$ cat config.mk
export PLATFORM = sky130hd
export DESIGN_NAME = shift_feeder
export DESIGN_NICKNAME = d
export VERILOG_FILES = /design/src/rtl/shift_pkg.sv /design/src/rtl/shift_feeder.sv
export SDC_FILE = /design/constraint.sdc
export NUM_CORES = 1
export LEC_CHECK = 0
export ABC_AREA = 1
export BUFFER_PORTS_ARGS = -buffer_cell sky130_fd_sc_hd__buf_2
export CORE_AREA = 3 3 44 46
export CTS_CLUSTER_DIAMETER = 150
export DETAILED_ROUTE_END_ITERATION = 10
export DIE_AREA = 0 0 47 49
export MAX_ROUTING_LAYER = met4
export PLACE_DENSITY = 0.79
export SLEW_MARGIN = 20
export SYNTH_ARGS = -nofsm -noshare
export SYNTH_HDL_FRONTEND = slang
export SYNTH_SLANG_ARGS = --single-unit
$ cat constraint.sdc
create_clock -name clk -period 3.25 [get_ports clk]
set_input_delay 0 -clock clk [delete_from_list [all_inputs] [get_ports clk]]
set_output_delay 0 -clock clk [all_outputs]
set_load 0.02 [all_outputs]
$ cat src/rtl/shift_pkg.sv
// -----------------------------------------------------------------------------
// shift_pkg
// Shared definitions for the parallel-to-serial shift feeder:
//   DEFAULT_WIDTH - default word width / downstream shift-register length
//   state_t       - feeder FSM state encoding (IDLE, SHIFT, DONE)
// -----------------------------------------------------------------------------
package shift_pkg;

  localparam int DEFAULT_WIDTH = 5;

  typedef enum logic [1:0] {
    IDLE  = 2'd0,
    SHIFT = 2'd1,
    DONE  = 2'd2
  } state_t;

endpackage

$ cat src/rtl/shift_feeder.sv
// -----------------------------------------------------------------------------
// shift_feeder
// Accepts a parallel word plus a direction and plays it out one bit per cycle
// to a downstream shift register, so that the downstream register holds the
// word exactly once the last bit has been shifted in.
//
// Ports
//   clk       in   sole clock, rising edge
//   rst       in   synchronous active-high reset
//   in_valid  in   parallel word offered
//   in_ready  out  feeder can accept a word (IDLE only)
//   in_data   in   [WIDTH-1:0] word to serialise
//   in_dir    in   0 = left shift (MSB first), 1 = right shift (LSB first)
//   sd_bit    out  serial bit to downstream data_in
//   sd_en     out  shift enable to downstream en
//   sd_dir    out  direction to downstream dir
//   done      out  one-cycle pulse after the last bit
//   busy      out  high whenever the state is not IDLE
//
// All outputs come straight from flops. They are loaded from the *next*
// state/counter/word values so that they line up with the state they
// describe without any input-to-output combinational path.
// -----------------------------------------------------------------------------
module shift_feeder
  import shift_pkg::*;
#(
  parameter int WIDTH = DEFAULT_WIDTH
) (
  input  logic             clk,
  input  logic             rst,
  input  logic             in_valid,
  output logic             in_ready,
  input  logic [WIDTH-1:0] in_data,
  input  logic             in_dir,
  output logic             sd_bit,
  output logic             sd_en,
  output logic             sd_dir,
  output logic             done,
  output logic             busy
);

  // Counter is wide enough to hold WIDTH; it stops at WIDTH-1 and never wraps.
  localparam int CW = $clog2(WIDTH + 1);
  localparam logic [CW-1:0] CNT_LAST = CW'(WIDTH - 1);
  localparam logic [CW-1:0] CNT_ONE  = CW'(1'b1);

  state_t           state_r, state_nxt;
  logic [CW-1:0]    cnt_r, cnt_nxt;
  logic [WIDTH-1:0] word_r, word_nxt;
  logic             dir_r, dir_nxt;

  logic sd_bit_nxt, sd_en_nxt, sd_dir_nxt, done_nxt, busy_nxt, in_ready_nxt;

  // Bit presented for count c: MSB-first for left shift, LSB-first for right.
  function automatic logic pick_bit(input logic [WIDTH-1:0] w,
                                    input logic             d,
                                    input logic [CW-1:0]    c);
    logic [CW-1:0]    idx;
    logic [WIDTH-1:0] sh;
    if (d) begin
      idx = c;
    end else begin
      idx = CNT_LAST - c;
    end
    sh = w >> idx;
    return sh[0];
  endfunction

  // State register: FSM state, bit counter and latched word/direction.
  always_ff @(posedge clk) begin
    if (rst) begin
      state_r <= IDLE;
      cnt_r   <= '0;
      word_r  <= '0;
      dir_r   <= 1'b0;
    end else begin
      state_r <= state_nxt;
      cnt_r   <= cnt_nxt;
      word_r  <= word_nxt;
      dir_r   <= dir_nxt;
    end
  end

  // Next-state logic: word/dir only load on acceptance, so inputs seen in
  // SHIFT or DONE can never disturb the word being played out.
  always_comb begin
    state_nxt = state_r;
    cnt_nxt   = cnt_r;
    word_nxt  = word_r;
    dir_nxt   = dir_r;
    case (state_r)
      IDLE: begin
        if (in_valid) begin
          state_nxt = SHIFT;
          cnt_nxt   = '0;
          word_nxt  = in_data;
          dir_nxt   = in_dir;
        end else begin
          state_nxt = IDLE;
        end
      end
      SHIFT: begin
        if (cnt_r == CNT_LAST) begin
          state_nxt = DONE;
        end else begin
          cnt_nxt = cnt_r + CNT_ONE;
        end
      end
      DONE: begin
        state_nxt = IDLE;
      end
      default: begin
        state_nxt = IDLE;
      end
    endcase
  end

  // Output decode from the next-state values, ahead of the output flops.
  always_comb begin
    sd_en_nxt    = 1'b0;
    sd_bit_nxt   = 1'b0;
    sd_dir_nxt   = 1'b0;
    done_nxt     = 1'b0;
    busy_nxt     = 1'b1;
    in_ready_nxt = 1'b0;
    case (state_nxt)
      IDLE: begin
        busy_nxt     = 1'b0;
        in_ready_nxt = 1'b1;
      end
      SHIFT: begin
        sd_en_nxt  = 1'b1;
        sd_bit_nxt = pick_bit(word_nxt, dir_nxt, cnt_nxt);
        sd_dir_nxt = dir_nxt;
      end
      DONE: begin
        done_nxt = 1'b1;
      end
      default: begin
        busy_nxt = 1'b0;
      end
    endcase
  end

  // Output register; reset leaves the feeder idle and ready.
  always_ff @(posedge clk) begin
    if (rst) begin
      sd_en    <= 1'b0;
      sd_bit   <= 1'b0;
      sd_dir   <= 1'b0;
      done     <= 1'b0;
      busy     <= 1'b0;
      in_ready <= 1'b1;
    end else begin
      sd_en    <= sd_en_nxt;
      sd_bit   <= sd_bit_nxt;
      sd_dir   <= sd_dir_nxt;
      done     <= done_nxt;
      busy     <= busy_nxt;
      in_ready <= in_ready_nxt;
    end
  end

endmodule

Word-level counts from Yosys, hierarchy flattened. Index checks and enable logic that the tools add are counted.

RAM bits: 0. Bits in registers: 17. Input bits: 9. Bits in latches: 0. Bits in read-only memories: 0. Logic and storage cells: 38. Output and inout port bits: 6. Memories: 0.

Muxes and demuxes: 16. Add/subtract/negate cells: 2. Div/mod/pow operators: 0. Bitwise logic cells: 1. Reductions and logical operators: 4. Multiply operators: 0. Eq/ne operators: 4. Magnitude comparators: 0. Shift operators: 1.

Operators by type and width (count): $mux W3 (4); $mux W5 (2); $mux W1 (7); $pmux W3 S2 (1); $shr A5 B3 Y1 (1); $eq A2 B1 Y1 const B (2); $logic_not A2 Y1 (2); $pmux W2 S2 (1); $reduce_or A2 Y1 (2); $add A3 B1 Y3 const B (1); $eq A3 B3 Y1 const B (1); $sub A3 B3 Y3 const A (1); $eq A2 B2 Y1 const B (1); $mux W2 (1); $not A1 Y1 (1).

Depth between registers and ports, before layout. Gate-level depths: netlist of the first run.

Word-level depth: 7. Mapped depth: 13. Depth with buffers taken out: 13.

Least setup slack after synthesis of the first run. OpenSTA, ideal clock, no wires.

Path kind: flip-flop to flip-flop. From: register cnt_r[0]. To: register sd_bit. Setup time: 112 ps. Path slack: 1675 ps. Buffers on the path: 0. Stages on the path, launching flop included: 13. Arrival time: 1462 ps. Cells stage by stage: dfxtp_1 inv_1 ha_1 nand2_1 inv_1 nand2_4 nand3_2 nand2_2 nand3_1 nand2_1 nand2_1 nor2_1 nor2_2.

Longest elaborated chain between the ends: 7. Elaborated cells between the ends (all ways): 14. Classes of those cells: add/sub: 2; eq/ne: 2; shift: 1; mux: 7; bitwise: 1; reduce/logical: 1.

Ends and longest elaborated chain: start, declared (line shift_feeder.sv:48) `logic [CW-1:0] cnt_r, cnt_nxt;`; start signal, assigned (line shift_feeder.sv:78) `cnt_r <= cnt_nxt;`; $add A3 B1 Y3 / $eq A3 B3 Y1 (equally long branches) (line shift_feeder.sv:106, shift_feeder.sv:103); $mux W3 (line shift_feeder.sv:103) `if (cnt_r == CNT_LAST) begin`; $pmux W3 S2 (line shift_feeder.sv:91) `case (state_r)`; $sub A3 B3 Y3 (line shift_feeder.sv:63) `idx = CNT_LAST - c;`; $mux W3 (line shift_feeder.sv:60) `if (d) begin`; $mux W3 (line shift_feeder.sv:126) `case (state_nxt)`; $shr A5 B3 Y1 (line shift_feeder.sv:65) `sh = w >> idx;`; end signal, assigned (line shift_feeder.sv:156) `sd_bit <= sd_bit_nxt;`; end, declared (line shift_feeder.sv:35) `output logic sd_bit,`.

Parallel ways exist; a longest one is shown, timed or not. The select of a mux whose other input is x is not followed. A chain may end at the register's enable or synchronous reset.

Worst setup path after layout of the first run. Same ends and word-level chain as after synthesis.

==> summary.md, run 1 <==
| Metric | Value |
|---|---|
| Outcome | `finished, violations left` |
| Failing checks | `negative hold slack` |
| Core area | `0.00154 mm^2` |
| Switching Power | `about 0.00015 W` |
| Multi-input logic area | `roughly 480 um^2` |
| Sequential share of power | `50.0%` |
| Mapped Nets | `139` |
| Pint | `slightly above 0.0003 W` |
| CP peak stage delay | `430 ps` |
| CP max-delay cell | `dfxtp_1` |
| HPWL after DPL | `1410 um` |
| Yosys warnings | `0` |
| Ranking of synthesized cells by area | `dfxtp_1 (37%), nand2_1 (12%), nand3_1 (8.2%), inv_1 (7.8%), ha_1 (6.9%)` |
| DRC violations left | `0` |
| Clock Latency Late Sink | `~300 ps` |
| Worst Hold Class | `input port to flop` |
| Max-cap check violation count | `0` |
| DR vias/cell | `5.24` |
| Final Hold Fails | `1` |
| Largest net degree at the start of global routing | `17` |
| Diode count | `0` |
| Cell taking the most area after synthesis | `dfxtp_1` |
| Fillers | `134` |
| Crit path cell chain | `inv_1 -> ha_1 -> nand2_1 -> inv_1 -> nand2_4 -> nand3_2 -> nand2_2 -> nand3_1 -> nand2_1 -> nand2_1 -> nor2_1 -> nor2_2` |
| Final Wtd Congestion | `approximately 0.82` |
| Num rows | `14` |
| Peak Freq | `553 MHz` |
| Number of synthesized flops with an enable pin | `0` |
| CTS tree | `done` |
| CP Class | `flop to flop` |
| Pwr dens | `439 mW/mm^2` |
| Register area | `340 um^2` |
| CP dominant cell by count | `nand2_1` |
| DRT Pass-1 Iters | `4` |
| Leak | `0.569 nW` |
| Sequential area share after synthesis | `37.4%` |
| I/O pin cnt | `15` |
| Clock Power Share | `25.3%` |
| Vias in the first global route | `788` |
| Routed wire length | `1880 um` |
| H-tree levels | `1` |
| Root Buffer Master | `clkbuf_4` |
| Worst EP required | `3450 ps` |
| CTS resizes | `0` |
| Clk slew on worst S/H paths | `110 ps` |
| Input/output buffers | `14` |
| Yosys reg bits | `17` |
| Vias | `838` |
| Antenna viol nets, final | `0` |
| Logic pwr share | `24.8%` |
| Skew final | `9.11 ps` |
| Die W | `47 um` |
| Placed cells | `153` |
| Syn Area/Cell | `7.29 um^2` |
| Startpoint Class | `flop` |
| Final setup viols | `0` |
| Mapped cell area | `911 um^2` |
| Dominant synthesized flop cell | `dfxtp_1` |
| Final hold slack | `-0.469 ps` |
| Die ar. | `0.00230 mm^2` |
| Synth top area share | `a little under two fifths` |
| Final Max Slew Viols | `0` |
| Synth unique cells | `22` |
| Share of flip-flops with an asynchronous set or reset | `0%` |
| Switching part of the total | `32.5%` |
| CTS buffer count | `3` |
| Worst EP arrival | `between 2000 and 2500 ps` |
| Setup TNS | `0 ps` |
| Routed len/inst | `11.8 um` |
| Initial antenna violation count | `0` |
| Area Growth Syn to Fin | `14.6%` |
| Clock sink count | `17` |
| Slew margin rel. | `79.8%` |
| Gr ovfl total | `0` |
| Setup repair after global routing missed its margin | `false` |
| Cell Count, Final, Fillers Out | `160` |
| Crit Path Max Fanout | `7` |
| Chip height | `49 um` |
| Final nets | `159` |
| Gr usage total | `a little under a fifth` |
| Postcts setup bufs | `0` |
| Worst Setup End Kind | `flop` |
| First-pass GRT wire length | `3090 um` |
| Worst vdd ir | `roughly 0.29 mV` |
| CTS Buffer Depth | `2` |
| Final Cycle Share | `55.6%` |
| Tightest Pin Transition | `303 ps` |
| Mapped Cells | `125` |
| Minimum clock period | `about 1800 ps` |
| Share of cells above drive strength 1 | `22.9%` |
| DRT iter0 DRCs | `18` |
| Cts-stage hold buffer count | `3` |
| Starting Density | `59.1%` |
## worst max-delay path: cells and delay by family, from the launching register on
kind | cells | cell delay [ps]
simple gates | 9 | 820
flops | 1 | 430
fa+ha+maj | 1 | 240
buf+inv | 2 | 210
## worst paths after layout
check,start,endpoint,slack (ps),cells past startpoint
min reg2reg,word_r[3],word_r[3],480,2
min,in_data[3],word_r[3],-0.5,3
max reg2reg,cnt_r[0],sd_bit,1440,12
max,cnt_r[0],sd_bit,1440,12
## logic make-up (layout without fill, tap and decap cells)
logic type,count (synthesis),in the layout,share of synthesized area (%)
flip-flops,17,17,37.4
adder cells (fa/ha/maj),5,5,6.87
AO/OA/AOI/OAI,6,6,3.98
AND/OR/NAND/NOR,76,76,42.3
buffers and inverters,21,40,9.48
## registers in the layout, indices dropped and copies added (netlist names)
name / cells
sd_dir: 1
dir_r: 1
in_ready: 1
cnt_r: 3
word_r: 5
sd_en: 1
busy: 1
sd_bit: 1
state_r: 2
done: 1
## stage by stage
stage	cell area (um^2)	total power, W	setup WS (ps)	util (%)	hold slack (ps)
after floorplan	911	0.000317	1680	-	69.1
after global placement	986	0.000339	1610	64.0	262
after detailed placement	986	0.000343	1510	64.0	279
after CTS	1040	0.000459	1470	67.7	1.58
after global routing	1040	0.000480	1330	67.7	19.5
final	1040	0.000458	1440	67.7	-0.469
## power groups by stage
stage | clock [W] | sequential [W] | combinational (W)
after floorplan | 0 | 0.000239 | 0.0000782
after global placement | 0 | 0.000232 | 0.000106
after detailed placement | 0 | 0.000233 | 0.000110
after CTS | 0.000117 | 0.000229 | 0.000113
after global routing | 0.000124 | 0.000230 | 0.000127
final | 0.000116 | 0.000229 | 0.000113
## cell type report
cell class | count | share of cell area (%)
Clock inverter | 1 | 0.480
Timing Repair Buffer | 17 | 9.59
Inverter | 19 | 6.83
Tap cell | 16 | 1.92
Clock buffer | 3 | 2.16
Multi-Input combinational cell | 87 | 46.4
Sequential cell | 17 | 32.6
## layout by cell type, fill, tap and decap left out, types with 4 or more instances in the layout
master / Yosys / final
buf_2: 0 / 14
dfxtp_1: 17 / 17
ha_1: 5 / 5
inv_1: 19 / 19
nand2_1: 29 / 29
nand2_2: 4 / 4
nand3_1: 15 / 15
nor2_1: 15 / 15
## cell usage after synthesis, drive strengths merged (2+ instances only)
cell type / number
ha: 5
nand2: 36
a21oi: 3
nand3: 17
dfxtp: 17
inv: 19
o21ai: 2
or2: 2
nor2: 19
## routing by layer
| layer | GRT usage (%) | up-vias | routed length (um) |
|---|---|---|---|
| met5 | - | - | 0 |
| met1 | 22.2 | 378 | 820 |
| li1 | - | 422 | - |
| met4 | 7.83 | 0 | 49 |
| met2 | 29.2 | 31 | 892 |
| met3 | 2.21 | 7 | 120 |
Note: power is estimated with default switching activity, not from simulation.
==> run 2, diff against run 1 <==
--- a/config.mk
+++ b/config.mk
@@ -5,14 +5,14 @@
 export SDC_FILE = /design/constraint.sdc
 export NUM_CORES = 1
 export LEC_CHECK = 0
-export ABC_AREA = 1
+export ABC_AREA = 0
 export BUFFER_PORTS_ARGS = -buffer_cell sky130_fd_sc_hd__buf_2
-export CORE_AREA = 3 3 44 46
+export CORE_AREA = 3 3 46 48
 export CTS_CLUSTER_DIAMETER = 150
 export DETAILED_ROUTE_END_ITERATION = 10
-export DIE_AREA = 0 0 47 49
+export DIE_AREA = 0 0 49 51
 export MAX_ROUTING_LAYER = met4
-export PLACE_DENSITY = 0.79
+export PLACE_DENSITY = 0.68
 export SLEW_MARGIN = 20
 export SYNTH_ARGS = -nofsm -noshare
 export SYNTH_HDL_FRONTEND = slang
==> constraint.sdc (replaced) <==
create_clock -name clk -period 1.61 [get_ports clk]
set_input_delay 0 -clock clk [delete_from_list [all_inputs] [get_ports clk]]
set_output_delay 0 -clock clk [all_outputs]
set_load 0.02 [all_outputs]
==> summary.md, run 2 <==
| Metric | Value |
|---|---|
| Outcome | `finished, violations left (unchanged)` |
| Failing checks | `negative setup slack (was negative hold slack)` |
| Routed len/inst | `12.3 um (was 11.8 um)` |
| Vias in the first global route | `663 (was 788)` |
| Final Instance Area | `0.00120 mm^2 (was 0.00104 mm^2)` |
| Mapped Cells | `80 (was 125)` |
| CTS tree | `done (unchanged)` |
| Starting Density | `44.9% (was 59.1%)` |
| Setup ws final | `-624 ps (was 1440 ps)` |
| Die W | `49 um (was 47 um)` |
| Die ar. | `0.00250 mm^2 (was 0.00230 mm^2)` |
| Synth top area share | `43.5% (was 37.4%)` |
| CP max-delay cell | `mux4_2 (was dfxtp_1)` |
| Final nets | `135 (was 159)` |
| Crit path cell chain | `nor3b_4 -> mux2i_4 -> a21boi_4 -> xor2_2 -> mux4_2 -> a2111oi_4 (was inv_1 -> ha_1 -> nand2_1 -> inv_1 -> nand2_4 -> nand3_2 -> nand2_2 -> nand3_1 -> nand2_1 -> nand2_1 -> nor2_1 -> nor2_2)` |
| Register area | `345 um^2 (was 340 um^2)` |
| Largest net degree at the start of global routing | `18 (was 17)` |
| Clk slew on worst S/H paths | `100 ps (was 110 ps)` |
| Core area | `0.00175 mm^2 (was 0.00154 mm^2)` |
| Final Cycle Share | `139% (was 55.6%)` |
| Area Growth Syn to Fin | `53.0% (was 14.6%)` |
| Setup repair after global routing missed its margin | `true (was false)` |
| Input/output buffers | `14 (unchanged)` |
| Dominant synthesized flop cell | `dfxtp_1 (unchanged)` |
| Peak Freq | `448 MHz (was 553 MHz)` |
| Regs by FF count | `word_r: 5 flops, cnt_r: 3 flops, state_r: 2 flops (unchanged)` |
| Most frequent cells in the layout | `buf_4 (20), buf_2 (14), dfxtp_1 (13), nor2_1 (12), mux2i_1 (7) (was nand2_1 (29), inv_1 (19), dfxtp_1 (17), nor2_1 (15), nand3_1 (15))` |
| Synth unique cells | `28 (was 22)` |
| Final Hold Fails | `0 (was 1)` |
| Diode count | `0 (unchanged)` |
| CTS buffer count | `3 (unchanged)` |
| First-pass GRT wire length | `2770 um (was 3090 um)` |
| Worst Hold Class | `input port to flop (unchanged)` |
| Sequential area share after synthesis | `43.5% (was 37.4%)` |
| CTS Buffer Depth | `2 (unchanged)` |
| Share of flip-flops with an asynchronous set or reset | `0% (unchanged)` |
| Most frequent cell after synthesis | `dfxtp_1 (was nand2_1)` |
| Syn Area/Cell | `9.79 um^2 (was 7.29 um^2)` |
| Skew final | `7.28 ps (was 9.11 ps)` |
| Max-cap check violation count | `0 (unchanged)` |
| Reg2reg start | `state_r[0] (was cnt_r[0])` |
| Vias | `683 (was 838)` |
| Worst EP required | `1810 ps (was 3450 ps)` |
| Routed wire length | `1780 um (was 1880 um)` |
| Slew margin rel. | `77.8% (was 79.8%)` |
| Share of cells above drive strength 1 | `49.2% (was 22.9%)` |
| DRT Pass-1 Iters | `4 (unchanged)` |
| Worst Setup End Kind | `flop (unchanged)` |
| Pwr dens | `761 mW/mm^2 (was 439 mW/mm^2)` |
| Final Max Slew Viols | `0 (unchanged)` |
| Leak | `0.566 nW (was 0.569 nW)` |
| Tightest Pin Transition | `332 ps (was 303 ps)` |
| DRC violations left | `0 (unchanged)` |
| DR vias/cell | `4.71 (was 5.24)` |
| Max reg flops | `5 (unchanged)` |
| Worst vdd ir | `0.644 mV (was 0.294 mV)` |
| Worst Setup SP | `state_r[0] (was cnt_r[0])` |
| Cell taking the most area after synthesis | `dfxtp_1 (unchanged)` |
| Clock sink count | `17 (unchanged)` |
| Worst EP arrival | `2430 ps (was 2010 ps)` |
| Clock Latency Late Sink | `290 ps (was 300 ps)` |
| Initial antenna violation count | `0 (unchanged)` |
| Number of synthesized flops with an enable pin | `0 (unchanged)` |
| Synth top cells by count | `dfxtp_1 (17), nor2_1 (12), mux2i_1 (8) (was nand2_1 (29), inv_1 (19), dfxtp_1 (17))` |
| Crit Path Max Fanout | `2 (was 7)` |
| Startpoint Class | `flop (unchanged)` |
| Yosys reg bits | `17 (unchanged)` |
| Minimum clock period | `2230 ps (was 1810 ps)` |
| Mapped Nets | `94 (was 139)` |
| Final setup viols | `1 (was 0)` |
| Antenna viol nets, final | `0 (unchanged)` |
| Commonest non-fill, non-tap cell in the layout | `buf_4 (was nand2_1)` |
| HPWL after DPL | `1240 um (was 1410 um)` |
| CP Class | `flop to flop (unchanged)` |
| Multi-input logic area | `498 um^2 (was 484 um^2)` |
| Gr ovfl total | `0 (unchanged)` |
| Hold_sp | `rst (was in_data[3])` |
| Yosys warnings | `0 (unchanged)` |
| H-tree levels | `1 (unchanged)` |
| Fillers | `147 (was 134)` |
| Final Wtd Congestion | `0.752 (was 0.821)` |
| Mapped cell area | `783 um^2 (was 911 um^2)` |
| Chip height | `51 um (was 49 um)` |
| Setup TNS | `-624 ps (was 0 ps)` |
| Root Buffer Master | `clkbuf_4 (unchanged)` |
| Gr usage total | `15.0% (was 18.3%)` |
| Most flops, register | `word_r (unchanged)` |
| CP peak stage delay | `550 ps (was 430 ps)` |
| DRT iter0 DRCs | `5 (was 18)` |
| Area after DPL | `0.00102 mm^2 (was 986 um^2)` |
| Hold Path Depth | `2 (was 3)` |
| I/O pin cnt | `15 (unchanged)` |
| R2R depth | `6 (was 12)` |
| Num rows | `15 (was 14)` |
| Ranking of synthesized cells by area | `dfxtp_1 (43%), mux2i_1 (10%), ha_1 (8.0%), nor2_1 (5.8%), inv_1 (3.4%) (was dfxtp_1 (37%), nand2_1 (12%), nand3_1 (8.2%), inv_1 (7.8%), ha_1 (6.9%))` |
## run 2: changes by cell type in the layout (fill, tap and decap cells not counted), sizes merged, moves of 4 or more
cell and delta:
buf +20, inv -12, mux2i +8, nand2 -35
nand3 -16, nor2 -7, nor2b +4
## run 2: where the power goes
| group | internal [W] | total, W | switching, W | leakage [nW] |
|---|---|---|---|---|
| registers | 0.000444 | 0.000453 | 0.00000950 | 0.141 |
| logic | 0.000123 | 0.000232 | 0.000109 | 0.407 |
| clock network | 0.0000924 | 0.000227 | 0.000135 | 0.0177 |
## run 2: layout make-up
type | instances | share of cell area (%)
clock buffers | 3 | 1.88
clock inverters | 1 | 0.418
inverters | 7 | 2.19
multi-input cells | 53 | 41.5
flip-flops and latches | 17 | 28.8
well taps | 25 | 2.61
repair buffers | 39 | 22.5
## run 2: final timing paths
check | to | slack [ps]
hold / removal | word_r[2] | 70
setup reg to reg | sd_bit | -620
setup / recovery | sd_bit | -620
hold reg to reg | word_r[4] | 500
## run 2: per-stage QoR
stage | worst slack (ps) | hold WS, ps | total power [W] | instances | util, %
final | -624 | 74.9 | 0.000912 | 145 | 68.7
after global routing | -707 | 99.4 | 0.000958 | 145 | 68.7
after CTS | -621 | 69.7 | 0.000884 | 144 | 64.4
after detailed placement | -664 | 251 | 0.000644 | 133 | 58.4
after global placement | -549 | 235 | 0.000639 | 133 | 58.4
after floorplan | -581 | 68.9 | 0.000576 | 80 | -
## run 2: worst max-delay path, delay by kind of cell, from the launching register on
family	cells	cell delay, ps
mux	2	830
flops	1	350
simple gates	1	280
compound gates	2	500
xor+xnor	1	170
## run 2: cell families after synthesis
| kind of cell | synth area share (%) |
|---|---|
| AND/OR/NAND/NOR | 18.1 |
| AO/OA/AOI/OAI | 9.42 |
| flip-flops | 43.5 |
| adder cells (fa/ha/maj) | 7.99 |
| buffers and inverters | 5.75 |
| XOR/XNOR | 2.24 |
| multiplexers | 13.1 |
## run 2: timing repair
item	in CTS	in global routing
setup buffers	2	1
pin swaps	5	5
hold buffers	5	0
gates cloned	0	0
setup endpoints to repair	1	3
resized for setup	4	13
hold endpoints to repair	5	0
## run 2: per-layer routing
layer	wire (um)	track usage (%)	vias to the layer above
met1	751	16.5	323
li1	-	-	348
met5	0	-	-
met4	20	7.11	0
met3	30	2.04	4
met2	979	26.9	8
